===== src/rtl/fgyrus_pcm_pkg.sv =====
// Shared types and default constants for the fgyrus PCM fetch block.
package fgyrus_pcm_pkg;

  localparam int unsigned PCM_MEM_DATA_W_DEF = 32;
  localparam int unsigned PCM_MEM_ADDR_W_DEF = 8;
  localparam int unsigned NUM_SAMPLES_DEF    = 128;
  localparam int unsigned RD_LAT_DEF         = 2;
  localparam int unsigned FIFO_DEPTH_DEF     = 4;

  // Tag index field is sized for the widest supported buffer; users slice it.
  localparam int unsigned TAG_IDX_W = 15;

  typedef enum logic [1:0] {
    IDLE  = 2'd0,
    FETCH = 2'd1,
    DRAIN = 2'd2
  } pcm_state_e;

  typedef struct packed {
    logic                 chan;
    logic [TAG_IDX_W-1:0] idx;
    logic                 last;
  } pcm_tag_t;

endpackage


===== src/rtl/fgyrus_pcm_fifo.sv =====
// Synchronous first-word-fall-through FIFO with occupancy output.
module fgyrus_pcm_fifo #(
  parameter int unsigned DEPTH = 4,
  parameter int unsigned WIDTH = 8
) (
  input  logic                       clk,
  input  logic                       rst_n,
  input  logic                       wr_en_i,
  input  logic [WIDTH-1:0]           wr_data_i,
  input  logic                       rd_en_i,
  output logic [WIDTH-1:0]           rd_data_o,
  output logic                       full_o,
  output logic                       empty_o,
  output logic [$clog2(DEPTH+1)-1:0] count_o
);

  localparam int unsigned AW = (DEPTH > 1) ? $clog2(DEPTH) : 1;
  localparam int unsigned CW = $clog2(DEPTH + 1);

  logic [WIDTH-1:0] mem_q [DEPTH];
  logic [AW-1:0]    wr_ptr_q, rd_ptr_q;
  logic [CW-1:0]    count_q;
  logic             do_wr, do_rd;

  function automatic logic [AW-1:0] ptr_inc(input logic [AW-1:0] p);
    return (p == AW'(DEPTH - 1)) ? '0 : p + 1'b1;
  endfunction

  assign full_o    = (count_q == CW'(DEPTH));
  assign empty_o   = (count_q == '0);
  assign count_o   = count_q;
  assign rd_data_o = mem_q[rd_ptr_q];
  assign do_wr     = wr_en_i && !full_o;
  assign do_rd     = rd_en_i && !empty_o;

  // Storage array; contents need no reset because empty masks them.
  always_ff @(posedge clk) begin
    if (do_wr) mem_q[wr_ptr_q] <= wr_data_i;
  end

  // Pointer and occupancy bookkeeping.
  always_ff @(posedge clk) begin
    if (!rst_n) begin
      wr_ptr_q <= '0;
      rd_ptr_q <= '0;
      count_q  <= '0;
    end else begin
      if (do_wr) wr_ptr_q <= ptr_inc(wr_ptr_q);
      if (do_rd) rd_ptr_q <= ptr_inc(rd_ptr_q);
      if (do_wr && !do_rd)      count_q <= count_q + 1'b1;
      else if (!do_wr && do_rd) count_q <= count_q - 1'b1;
    end
  end

endmodule


===== src/rtl/fgyrus_pcm_fetch.sv =====
// Fetches one PCM frame (L then R channel) from the acortex buffer and
// streams it downstream with valid/ready flow control.
module fgyrus_pcm_fetch
  import fgyrus_pcm_pkg::*;
#(
  parameter int unsigned PCM_MEM_DATA_W = PCM_MEM_DATA_W_DEF,
  parameter int unsigned PCM_MEM_ADDR_W = PCM_MEM_ADDR_W_DEF,
  parameter int unsigned NUM_SAMPLES    = NUM_SAMPLES_DEF,
  parameter int unsigned RD_LAT         = RD_LAT_DEF,
  parameter int unsigned FIFO_DEPTH     = FIFO_DEPTH_DEF
) (
  input  logic                      clk,
  input  logic                      rst_n,
  input  logic                      acortex2fgyrus_pcm_rdy,
  output logic [PCM_MEM_ADDR_W-1:0] fgyrus2acortex_addr,
  input  logic [PCM_MEM_DATA_W-1:0] acortex2fgyrus_pcm_data,
  output logic                      sample_valid,
  input  logic                      sample_ready,
  output logic [PCM_MEM_DATA_W-1:0] sample_data,
  output logic                      sample_chan,
  output logic [PCM_MEM_ADDR_W-2:0] sample_idx,
  output logic                      sample_last,
  output logic                      busy,
  output logic                      frame_done,
  output logic [7:0]                overrun_cnt
);

  localparam int unsigned IDX_W = PCM_MEM_ADDR_W - 1;
  localparam int unsigned TAG_W = $bits(pcm_tag_t);
  localparam int unsigned ENT_W = PCM_MEM_DATA_W + TAG_W;
  localparam int unsigned CNT_W = $clog2(FIFO_DEPTH + 1);
  localparam logic [PCM_MEM_ADDR_W-1:0] LAST_ADDR = PCM_MEM_ADDR_W'(2 * NUM_SAMPLES - 1);

  pcm_state_e                state_q, state_d;
  logic                      rdy_q, rdy_rise;
  logic [PCM_MEM_ADDR_W-1:0] cnt_q, cnt_d;
  logic [PCM_MEM_ADDR_W-1:0] addr_q, addr_d;
  logic [7:0]                overrun_q, overrun_d;
  logic [RD_LAT-1:0]         sr_vld_q;
  pcm_tag_t                  sr_tag_q [RD_LAT];

  logic                      issue, room, accept;
  pcm_tag_t                  issue_tag, head_tag;
  logic [PCM_MEM_DATA_W-1:0] head_data;
  int unsigned               inflight;

  logic                      fifo_full, fifo_empty;
  logic [CNT_W-1:0]          fifo_count;
  logic [ENT_W-1:0]          fifo_wdata, fifo_rdata;
  logic                      unused_idx_hi;

  assign rdy_rise = acortex2fgyrus_pcm_rdy && !rdy_q;

  assign issue_tag.chan = cnt_q[PCM_MEM_ADDR_W-1];
  assign issue_tag.idx  = TAG_IDX_W'(cnt_q[IDX_W-1:0]);
  assign issue_tag.last = (cnt_q == LAST_ADDR);

  // Count reads still travelling through the memory pipeline.
  always_comb begin
    inflight = 0;
    for (int unsigned i = 0; i < RD_LAT; i++) inflight += {31'b0, sr_vld_q[i]};
  end

  // Buffered plus in-flight entries bound the issue rate so the FIFO can
  // always absorb every returning word, regardless of backpressure.
  assign room = !fifo_full && ((32'(fifo_count) + inflight) < FIFO_DEPTH);

  // Frame FSM: next state, read issue and completion pulse.
  always_comb begin
    state_d    = state_q;
    cnt_d      = cnt_q;
    addr_d     = addr_q;
    issue      = 1'b0;
    frame_done = 1'b0;
    unique case (state_q)
      IDLE: begin
        if (rdy_rise) begin
          state_d = FETCH;
          cnt_d   = '0;
        end
      end
      FETCH: begin
        if (room) begin
          issue  = 1'b1;
          addr_d = cnt_q;
          cnt_d  = cnt_q + 1'b1;
          if (cnt_q == LAST_ADDR) state_d = DRAIN;
        end
      end
      DRAIN: begin
        if (accept && head_tag.last) begin
          state_d    = IDLE;
          frame_done = 1'b1;
        end
      end
      default: state_d = IDLE;
    endcase
  end

  // Saturating count of frame-ready edges that arrive while busy.
  always_comb begin
    overrun_d = overrun_q;
    if (rdy_rise && (state_q != IDLE) && (overrun_q != 8'hFF)) overrun_d = overrun_q + 8'd1;
  end

  // Control registers.
  always_ff @(posedge clk) begin
    if (!rst_n) begin
      state_q   <= IDLE;
      rdy_q     <= 1'b0;
      cnt_q     <= '0;
      addr_q    <= '0;
      overrun_q <= '0;
    end else begin
      state_q   <= state_d;
      rdy_q     <= acortex2fgyrus_pcm_rdy;
      cnt_q     <= cnt_d;
      addr_q    <= addr_d;
      overrun_q <= overrun_d;
    end
  end

  // Read-issue shift register; the last stage lines up with returning data.
  always_ff @(posedge clk) begin
    if (!rst_n) begin
      sr_vld_q <= '0;
      for (int unsigned i = 0; i < RD_LAT; i++) sr_tag_q[i] <= '0;
    end else begin
      sr_vld_q[0] <= issue;
      sr_tag_q[0] <= issue_tag;
      for (int unsigned i = 1; i < RD_LAT; i++) begin
        sr_vld_q[i] <= sr_vld_q[i-1];
        sr_tag_q[i] <= sr_tag_q[i-1];
      end
    end
  end

  assign fifo_wdata = {acortex2fgyrus_pcm_data, sr_tag_q[RD_LAT-1]};

  fgyrus_pcm_fifo #(
    .DEPTH (FIFO_DEPTH),
    .WIDTH (ENT_W)
  ) u_fifo (
    .clk       (clk),
    .rst_n     (rst_n),
    .wr_en_i   (sr_vld_q[RD_LAT-1]),
    .wr_data_i (fifo_wdata),
    .rd_en_i   (sample_ready),
    .rd_data_o (fifo_rdata),
    .full_o    (fifo_full),
    .empty_o   (fifo_empty),
    .count_o   (fifo_count)
  );

  assign {head_data, head_tag} = fifo_rdata;
  assign unused_idx_hi         = ^head_tag.idx;

  assign sample_valid = !fifo_empty;
  assign accept       = sample_valid && sample_ready;
  assign sample_data  = sample_valid ? head_data : '0;
  assign sample_chan  = sample_valid && head_tag.chan;
  assign sample_idx   = sample_valid ? head_tag.idx[IDX_W-1:0] : '0;
  assign sample_last  = sample_valid && head_tag.last;

  // The issued address is presented in its issue cycle and held afterwards.
  assign fgyrus2acortex_addr = issue ? cnt_q : addr_q;
  assign busy                = (state_q != IDLE);
  assign overrun_cnt         = overrun_q;

endmodule

===== config.mk =====
export PLATFORM = sky130hd
export DESIGN_NAME = fgyrus_pcm_fetch
export DESIGN_NICKNAME = d
export VERILOG_FILES = /design/src/rtl/fgyrus_pcm_pkg.sv /design/src/rtl/fgyrus_pcm_fifo.sv /design/src/rtl/fgyrus_pcm_fetch.sv
export SDC_FILE = /design/constraint.sdc
export NUM_CORES = 1
export LEC_CHECK = 0
export BUFFER_PORTS_ARGS = -buffer_cell sky130_fd_sc_hd__buf_4
export CAP_MARGIN = 5
export CORE_MARGIN = 1
export CORE_UTILIZATION = 55
export CTS_CLUSTER_DIAMETER = 30
export DETAILED_ROUTE_END_ITERATION = 7
export GPL_ROUTABILITY_DRIVEN = 0
export MAX_ROUTING_LAYER = met4
export PLACE_DENSITY = 0.79
export REMOVE_ABC_BUFFERS = 1
export SYNTH_ARGS = -nofsm -noshare
export SYNTH_HDL_FRONTEND = slang
export SYNTH_SLANG_ARGS = --single-unit

===== constraint.sdc =====
create_clock -name clk -period 3.1 [get_ports clk]
set_clock_uncertainty 0.2 [all_clocks]
set_input_delay 0.62 -clock clk [delete_from_list [all_inputs] [get_ports clk]]
set_output_delay 0.62 -clock clk [all_outputs]
set_load 0.1 [all_outputs]

* After elaboration in Yosys (flattened, before gate mapping)
Memories as Yosys holds them, arrays and structs flattened. A register that Yosys moved wholly into a read port is not among the register bits. Cells that the tools add are included.
Storage, ports and cells: bits in registers 36, memory bits (writable) 230, input bits 36, word-level logic and storage cells 84, memories kept 2
Operators by class: $add $sub $neg 8, $lt $le $gt $ge 1, equal/unequal tests 11, muxes and demuxes 27, bitwise operators 2, reductions and logical operators 24
Memories:
- u_fifo.mem_q | words 4, width 49, read ports 1, clocked after Yosys merged registers in 1, wr ports 1, RTL line fgyrus_pcm_fifo.sv:20 | logic [WIDTH-1:0] mem_q [DEPTH];
- sr_tag_q | words 2, width 17, read ports 2, clocked after Yosys merged registers in 0, wr ports 2, RTL line fgyrus_pcm_fetch.sv:40 | pcm_tag_t sr_tag_q [RD_LAT];
Operators by type and width (number):
- $mux 17 | 2
- $mux 32 | 1
- $mux 8 | 3
- $add 8x1->8 const B | 2
- $mux 2 | 8
- $pmux 8 s2 | 1
- $logic_and 1x1->1 | 11
- $eq 8x8->1 const B | 1
- $mux 1 | 8
- $ne 2x2->1 const B | 4
- $ne 8x8->1 const B | 1
- $mux 7 | 1
- $eq 2x2->1 const B | 3
- $mux 3 | 2
- $pmux 2 s3 | 1
- $reduce_bool 2->1 | 3
- $logic_not 1->1 | 5
- $add 2x1->2 const B | 2
- $add 3x2->4 | 1
- $lt 4x3->1 const B | 1
- $reduce_and 4->1 | 1
- $add 3x1->3 const B | 1
- $eq 3x3->1 const B | 1
- $logic_not 3->1 | 1
- other kinds (7) | 8

* Depth between registers and ports, before layout
Gate-level depths: netlist of the first run.
word-level depth 7, mapped depth 9

* Hierarchy
A second synthesis of the first run with hierarchy kept.
Unflattened totals: cell total of the unflattened synthesis 537, area total of the unflattened synthesis 9701.8 um^2
By module, submodules not included:
- fgyrus_pcm_fifo | instances 1, cells an instance 307, area each 7566.0 um^2
- fgyrus_pcm_fetch | instances 1, cells an instance 230, area each 2135.8 um^2

* Worst setup path before layout of the first run
OpenSTA, ideal clock, no wires.
path type reg2out, start register u_fifo.count_q[1] (netlist: u_fifo.count_o[1]), end output port sample_data[28], arrival time 2.567 ns, data required time 2.280 ns, slack -0.287 ns, cell stages (with the launch flop) 5, buffers on the path 2, cell sequence dfxtp_1 -> or3_1 -> buf_2 -> clkbuf_1 -> and2_1
On the way: longest elaborated chain between the ends 2
RTL lines:
- start: declaration | RTL line fgyrus_pcm_fifo.sv:22 | logic [CW-1:0] count_q;
- start signal: assignment | RTL line fgyrus_pcm_fifo.sv:50 | if (do_wr && !do_rd) count_q <= count_q + 1'b1;
- start signal: assignment | RTL line fgyrus_pcm_fifo.sv:51 | else if (!do_wr && do_rd) count_q <= count_q - 1'b1;
- $logic_not 3->1 | RTL line fgyrus_pcm_fifo.sv:30 | assign empty_o = (count_q == '0);
- $mux 32 | RTL line fgyrus_pcm_fetch.sv:160 | assign sample_data = sample_valid ? head_data : '0;
- end: declaration | RTL line fgyrus_pcm_fetch.sv:19 | output logic [PCM_MEM_DATA_W-1:0] sample_data,
Every way passes these cells.

* Worst setup path after layout of the first run
start register u_fifo.count_q[0] (netlist: u_fifo.count_o[0]), end output port fgyrus2acortex_addr[7]
On the way: longest elaborated chain between the ends 6, elaborated cells between the ends (all ways) 8, classes of those cells add/sub: 1; order compare: 1; eq/ne: 1; mux: 3; reduce/logical: 2
RTL lines:
- $add 3x2->4 or $eq 3x3->1 (tied branches) | RTL line fgyrus_pcm_fetch.sv:66, fgyrus_pcm_fifo.sv:29
- $lt 4x3->1 or $logic_not 1->1 (tied branches) | RTL line fgyrus_pcm_fetch.sv:66 | assign room = !fifo_full && ((32'(fifo_count) + inflight) < FIFO_DEPTH);
- $logic_and 1x1->1 (*) | RTL line fgyrus_pcm_fetch.sv:66
- $mux 1 (*) | RTL line fgyrus_pcm_fetch.sv:83 | if (room) begin
- $mux 1 (*) | RTL line fgyrus_pcm_fetch.sv:75 | unique case (state_q)
- $mux 8 (*) | RTL line fgyrus_pcm_fetch.sv:166 | assign fgyrus2acortex_addr = issue ? cnt_q : addr_q;
- end: declaration | RTL line fgyrus_pcm_fetch.sv:15 | output logic [PCM_MEM_ADDR_W-1:0] fgyrus2acortex_addr,
Every way passes the cells marked *; elsewhere a longest branch is shown, timed or not.

==> results of run 1 <==
final cells by class:
class,count,area share
tap,184,0.0209
timing repair buffer,114,0.0951
sequential,220,0.550
clock buffer,48,0.0984
inverter,8,0.00273
clock inverter,23,0.0226
multi-input combinational,237,0.210
where the power goes:
group          internal, mW  total [mW]  switching [mW]
logic                  1.03        4.02            2.99
registers              3.25        3.33          0.0815
clock network          2.82        4.23            1.40
total                  7.10        11.6            4.48
through the flow:
stage	total power [mW]	worst slack, ps	area [um^2]
finish	11.6	-16.8	11000
global route	11.9	-70.8	11000
CTS	11.6	-30.1	10900
detailed placement	7.36	366	9480
global placement	7.31	436	9480
floorplan	6.46	-1500	8340
cell usage after synthesis, types with 6 or more instances:
cell | count | share of area
a21oi_1 | 13 | 0.0077
and2_1 | 73 | 0.054
buf_2 | 6 | 0.0036
clkbuf_1 | 9 | 0.0040
dfxtp_1 | 56 | 0.13
edfxtp_1 | 164 | 0.58
ha_1 | 9 | 0.013
inv_1 | 8 | 0.0036
mux2_2 | 8 | 0.011
mux4_2 | 41 | 0.11
nand2_1 | 9 | 0.0040
nand3_1 | 8 | 0.0047
nor2_1 | 14 | 0.0062
o21ai_0 | 8 | 0.0047
repair_timing:
| item | in CTS | in global routing |
|---|---|---|
| setup endpoints to repair | 8 | 17 |
| gates resized for setup | 18 | 21 |
| hold endpoints to repair | 0 | 0 |
| hold buffers | 0 | 0 |
| buffers inserted | 1 | 4 |
| gates cloned | 1 | 0 |
| pin swaps | 1 | 2 |
critical path, stage by stage, from the launching register on:
cell and delay [ps]:
dfxtp_4 370, ha_4 200, a21o_1 190, a211oi_2 330, buf_6 200, mux2_4 330, buf_12 170
how the worst max path moves through the flow:
stage,startpoint,end,slack [ps],depth (start not counted)
global route,sr_vld_q[0],fgyrus2acortex_addr[7],-70,6
finish,u_fifo.count_o[0],fgyrus2acortex_addr[7],-20,6
detailed placement,u_fifo.count_o[0],fgyrus2acortex_addr[2],370,6
CTS,u_fifo.count_o[0],fgyrus2acortex_addr[2],-30,6
global placement,u_fifo.count_o[0],fgyrus2acortex_addr[5],440,6
floorplan,register,frame_done,-1500,3
state kept, by name (all words and copies together), names as in the netlist, named ones only:
| name | cells |
|---|---|
| addr_q | 8 |
| cnt_q | 8 |
| overrun_cnt | 8 |
| rdy_q | 1 |
| sr_tag_q | 18 |
| sr_vld_q | 2 |
| state_q | 2 |
| u_fifo.count_o | 3 |
| u_fifo.mem_q | 164 |
| u_fifo.rd_ptr_q | 2 |
| u_fifo.wr_ptr_q | 2 |
logic make-up (layout without fill, tap and decap cells):
group | after synthesis | after routing
DFF | 220 | 220
buffers and inverters | 31 | 193
muxes | 52 | 52
AOI/OAI and AO/OA | 40 | 40
adders and majority gates | 10 | 10
xor gates and xnor gates | 3 | 3
and+or+nand+nor | 132 | 132
metal layers:
| metal | GRT usage | wire, um | part of all wire |
|---|---|---|---|
| met5 | - | 0 | 0 |
| met4 | 0.0751 | 300 | 0.018 |
| met3 | 0.0569 | 1020 | 0.062 |
| met2 | 0.362 | 8460 | 0.51 |
| met1 | 0.269 | 6740 | 0.41 |
==> flow_summary.yaml, run 1 <==
outcome:
  violations: "setup timing"
  outcome: "finished with violations"
critical_path:
  start_kind: "register"
  crit_type: "reg2out"
  crit_arrival_ps: 2300
  endpoint_kind: "primary output"
  reg2reg_depth: 8
  reg2reg_slack_ps: 570
  timing.rr.start: "u_fifo.count_o[2]"
  path_max_fanout: 6
  worst_ep_required_time_ps: 2280
  reg2reg_to: "u_fifo.count_o[2]"
logic_synthesis:
  synth_seq_cells: 220
  synth_xor_area_frac: 0.00311
  synth_area_um2: 8450
  synth_ff_type: "edfxtp_1"
  synth_compound_area_frac: 0.0314
  ys.warnings.count: 0
  synth-seq-area-share: 0.715
  syn_avg_cell_area_um2: 17.3
  postSynthCellCount: 488
  synth_edf_count: 164
  yosysUniqueCellTypes: 43
  yosys.area_share.simple: 0.0946
  async_flop_share: 0
  muxShareOfSynthArea: 0.123
  synth_top_family_by_area: "multiplexers"
  synthAdderAreaFrac: 0.0157
drt:
  vias_per_cell: 5.61
  wl_per_cell_um: 19.8
  drt-total-wl_um: 16500
  drt_first_pass_iters: 4
  vias: 4675
  drc: 0
  postRouteAntennaNets: 0
  drtIter0Drc: 249
layout:
  syn_to_final_growth_pct: 30.3
  layout-drive-gt1-share: 0.372
  final_cell_count_no_fill: 834
  antenna_cells: 0
  postLayoutCoreUtil: 0.746
  multi_input_area_um2: 2310
  register_area_um2: 6060
  final_cell_mix: "edfxtp_1, buf_4, and2_1"
  design.final.nets: 666
  layout_commonest_cell: "edfxtp_1"
  final.fill_count: 846
min_path:
  hold_class: "in2reg"
  holdCritStartpoint: "acortex2fgyrus_pcm_data[17]"
  hold_path_end: "u_fifo.mem_q[3][34]"
  holdPathStages: 1
timing:
  timing.hold.ws_ps: 114
  maxSlewViolCount: 0
  finalSetupTns_ps: -72.2
  post-route-period-util: 1.01
  setup_violations: 7
  finalHoldViolCount: 0
  slew_headroom: 0.529
  setup_ws_ps: -16.8
  clock.fmax_mhz: 321
  fin_crit_ps: 3120
  tightest_slew_ps: 705
  rsz0062_at_grt: "true"
clocking:
  clk_pin_slew_worst_paths_ps: 50
  worstSkewPairLatency_ps: 500
  root_buffer: "clkbuf_16"
  htree_levels: 2
  cts_buffers: 39
  cts_tree: "built"
  cts_sinks: 220
  clock_path_buffers: 3
global_route:
  overflow: 0
  antenna_found_initial: 0
  grt_usage: 0.221
  grt_start_max_net_pins: 39
  grt_pass1_wl_um: 25800
  grt_pass1_vias: 4822
die:
  core_um2: 14800
  dieArea_um2: 15900
  die_y_um: 126
  rows: 44
  pin_count: 96
  die_w_um: 126
  start_util: 0.573
placement:
  numPortBuffers: 95
  dpl.cell_count: 757
  hpwl_um: 9160
power:
  p_per_area_nw_per_um2: 1050
  ir_worst_vdd_v: 0.000576
  leakage_nw: 3.96
run:
  drv_cap: 0
(Power assumes the default switching activity.)
==> run 2, diff against run 1 <==
--- a/config.mk
+++ b/config.mk
@@ -14,6 +14,7 @@
 export GPL_ROUTABILITY_DRIVEN = 0
 export MAX_ROUTING_LAYER = met4
 export PLACE_DENSITY = 0.79
+export RECOVER_POWER = 100
 export REMOVE_ABC_BUFFERS = 1
 export SYNTH_ARGS = -nofsm -noshare
 export SYNTH_HDL_FRONTEND = slang
==> run 2 against run 1 <==
The flow still finishes with violations (setup timing). Count of clock-buffer cells in the layout unchanged. Critical path type unchanged. Fmax up 0.22%. Cell count unchanged. First-iteration DRC count down 7.2%. Worst setup slack better by 6.8 ps. Sequential cell count unchanged. Global-route usage unchanged. Power down 0.18%. Largest cell class unchanged. Routed wire length down 0.36%. Sequential power about the same. Register-to-register slack worse by 200 ps. Core utilization down 0.87 points.
==> flow_summary.yaml, run 2 (synthesis results as in run 1) <==
critical_path:
  crit_arrival_ps: 2290
  worst_ep_required_time_ps: 2280
  reg2reg_depth: 9
  path_max_fanout: 6
  crit_chain: "ha_4 > a21o_1 > a211oi_2 > buf_6 > mux2_4 > buf_12"
  cp.buffers_inverters: 2
  timing.rr.start: "u_fifo.count_o[1]"
  reg2reg_slack_ps: 370
  endpoint_kind: "primary output"
  crit_cells: 6
  critical-path-top-delay-family: "compound AO/OA/AOI/OAI gates"
  start_kind: "register"
  reg2reg_to: "u_fifo.count_o[2]"
  crit_type: "reg2out"
  cpPeakStageDelay_ps: 330
  cpMaxStageDelayCell: "dfxtp_2"
clocking:
  clk_pin_slew_worst_paths_ps: 50
  root_buffer: "clkbuf_16"
  worstSkewPairLatency_ps: 500
  clock_path_buffers: 3
  cts_tree: "built"
  cts_buffers: 39
  htree_levels: 2
  cts_sinks: 220
die:
  start_util: 0.573
  core_um2: 14800
  die_w_um: 126
  dieArea_um2: 15900
  rows: 44
  die_y_um: 126
  pin_count: 96
layout:
  multi_input_area_um2: 2310
  largest_reg_flops: 164
  register_area_um2: 6060
  syn_to_final_growth_pct: 28.7
  largest-register: "u_fifo.mem_q"
  design.final.nets: 666
  layout_commonest_cell: "edfxtp_1"
  antenna_cells: 0
  final.fill_count: 890
  final_cell_mix: "edfxtp_1, buf_4, and2_1"
  top_regs: "u_fifo.mem_q (164), sr_tag_q (18)"
  layout-drive-gt1-share: 0.318
  postLayoutCoreUtil: 0.738
  stdcell_area_um2: 10900
timing:
  setup_violations: 5
  tightest_slew_ps: 1360
  setup_ws_ps: -9.99
  slew_headroom: 0.0960
  post-route-period-util: 1.00
  clock.fmax_mhz: 322
  finalHoldViolCount: 0
  maxSlewViolCount: 0
  fin_crit_ps: 3110
  rsz0062_at_grt: "true"
drt:
  wl_per_cell_um: 19.7
  drt_first_pass_iters: 4
  postRouteAntennaNets: 0
  vias: 4692
  drt-total-wl_um: 16500
  vias_per_cell: 5.63
  drc: 0
  drtIter0Drc: 231
power:
  p_clk_frac: 0.365
  power_frac_seq: 0.288
  p_switching_mw: 4.48
  p_per_area_nw_per_um2: 1060
  p_comb_frac: 0.346
  ir_worst_vdd_v: 0.000574
  intPower_mw: 7.09
  swShare: 0.387
  leakage_nw: 3.82
outcome:
  outcome: "finished with violations"
  violations: "setup timing"
run:
  drv_cap: 0
min_path:
  hold_path_end: "rdy_q"
  holdPathStages: 2
  holdCritStartpoint: "acortex2fgyrus_pcm_rdy"
  hold_class: "in2reg"
global_route:
  grt_pass1_wl_um: 25800
  antenna_found_initial: 0
  overflow: 0
  grt_start_max_net_pins: 39
  grt_usage: 0.221
  grt_pass1_vias: 4822
placement:
  numPortBuffers: 95
  hpwl_um: 9160
  pre_cts_slack_ps: 366
  place_area_um2: 9480
==> run 2: changes by cell type in the layout (fill, tap and decap cells not counted) <==
| cell | change |
|---|---|
| and2_1 | -11 |
| and2_2 | -1 |
| and2_0 | +12 |
| a21boi_1 | -1 |
| clkbuf_1 | +34 |
| a21boi_0 | +1 |
| buf_4 | -34 |
==> run 2: power groups by stage <==
stage / sequential [mW] / combinational, mW / clock (mW)
finish: 3.33 / 4.01 / 4.22
global route: 3.34 / 4.15 / 4.42
CTS: 3.35 / 3.99 / 4.28
detailed placement: 3.40 / 3.96 / 0
global placement: 3.39 / 3.92 / 0
floorplan: 3.46 / 3.00 / 0
==> run 2: through the flow <==
stage	total power, mW	hold WS (ps)	std cells	setup TNS, ps
after CTS	11.6	93.0	830	-137
after global placement	7.31	215	757	0
after detailed placement	7.36	219	757	0
after floorplan	6.46	212	465	-31440
final	11.6	152	834	-31.5
after global routing	11.9	130	834	-504
==> run 2: worst reg2reg max path: stages, from the launching register on <==
cell and delay (ps):
dfxtp_1 510, nor2_1 60, a21boi_0 220, clkbuf_1 320, ha_1 270, inv_1 70
fa_1 390, xor2_1 170, or3_1 300, a21oi_1 140
==> run 2: what timing repair did <==
item / in CTS / in global routing
gates resized for setup: 18 / 21
setup buffers: 1 / 4
pin swaps: 1 / 2
setup endpoints to repair: 8 / 17
gates cloned: 1 / 0
hold buffers: 0 / 0
==> run 2: area by class of cell <==
| type | instances | share of cell area |
|---|---|---|
| well taps | 184 | 0.0212 |
| multi-input cells | 237 | 0.213 |
| inverters | 8 | 0.00276 |
| flip-flops and latches | 220 | 0.557 |
| clock buffers | 48 | 0.0996 |
| clock inverters | 23 | 0.0229 |
| repair buffers | 114 | 0.0845 |
==> run 2: worst max path at each step <==
| stage | from | to | slack (ps) |
|---|---|---|---|
| 2_1_floorplan | register | frame_done | -1500 |
| 3_3_place_gp | u_fifo.count_o[0] | fgyrus2acortex_addr[5] | 440 |
| 3_5_place_dp | u_fifo.count_o[0] | fgyrus2acortex_addr[2] | 370 |
| 4_1_cts | u_fifo.count_o[0] | fgyrus2acortex_addr[2] | -30 |
| 5_1_grt | sr_vld_q[0] | fgyrus2acortex_addr[7] | -70 |
| 6_report | sr_vld_q[0] | fgyrus2acortex_addr[7] | -10 |
==> run 2: metal layers <==
metal	GRT usage	share of wire
met5	-	0
met4	0.0751	0.018
met3	0.0569	0.059
met1	0.269	0.41
met2	0.362	0.51
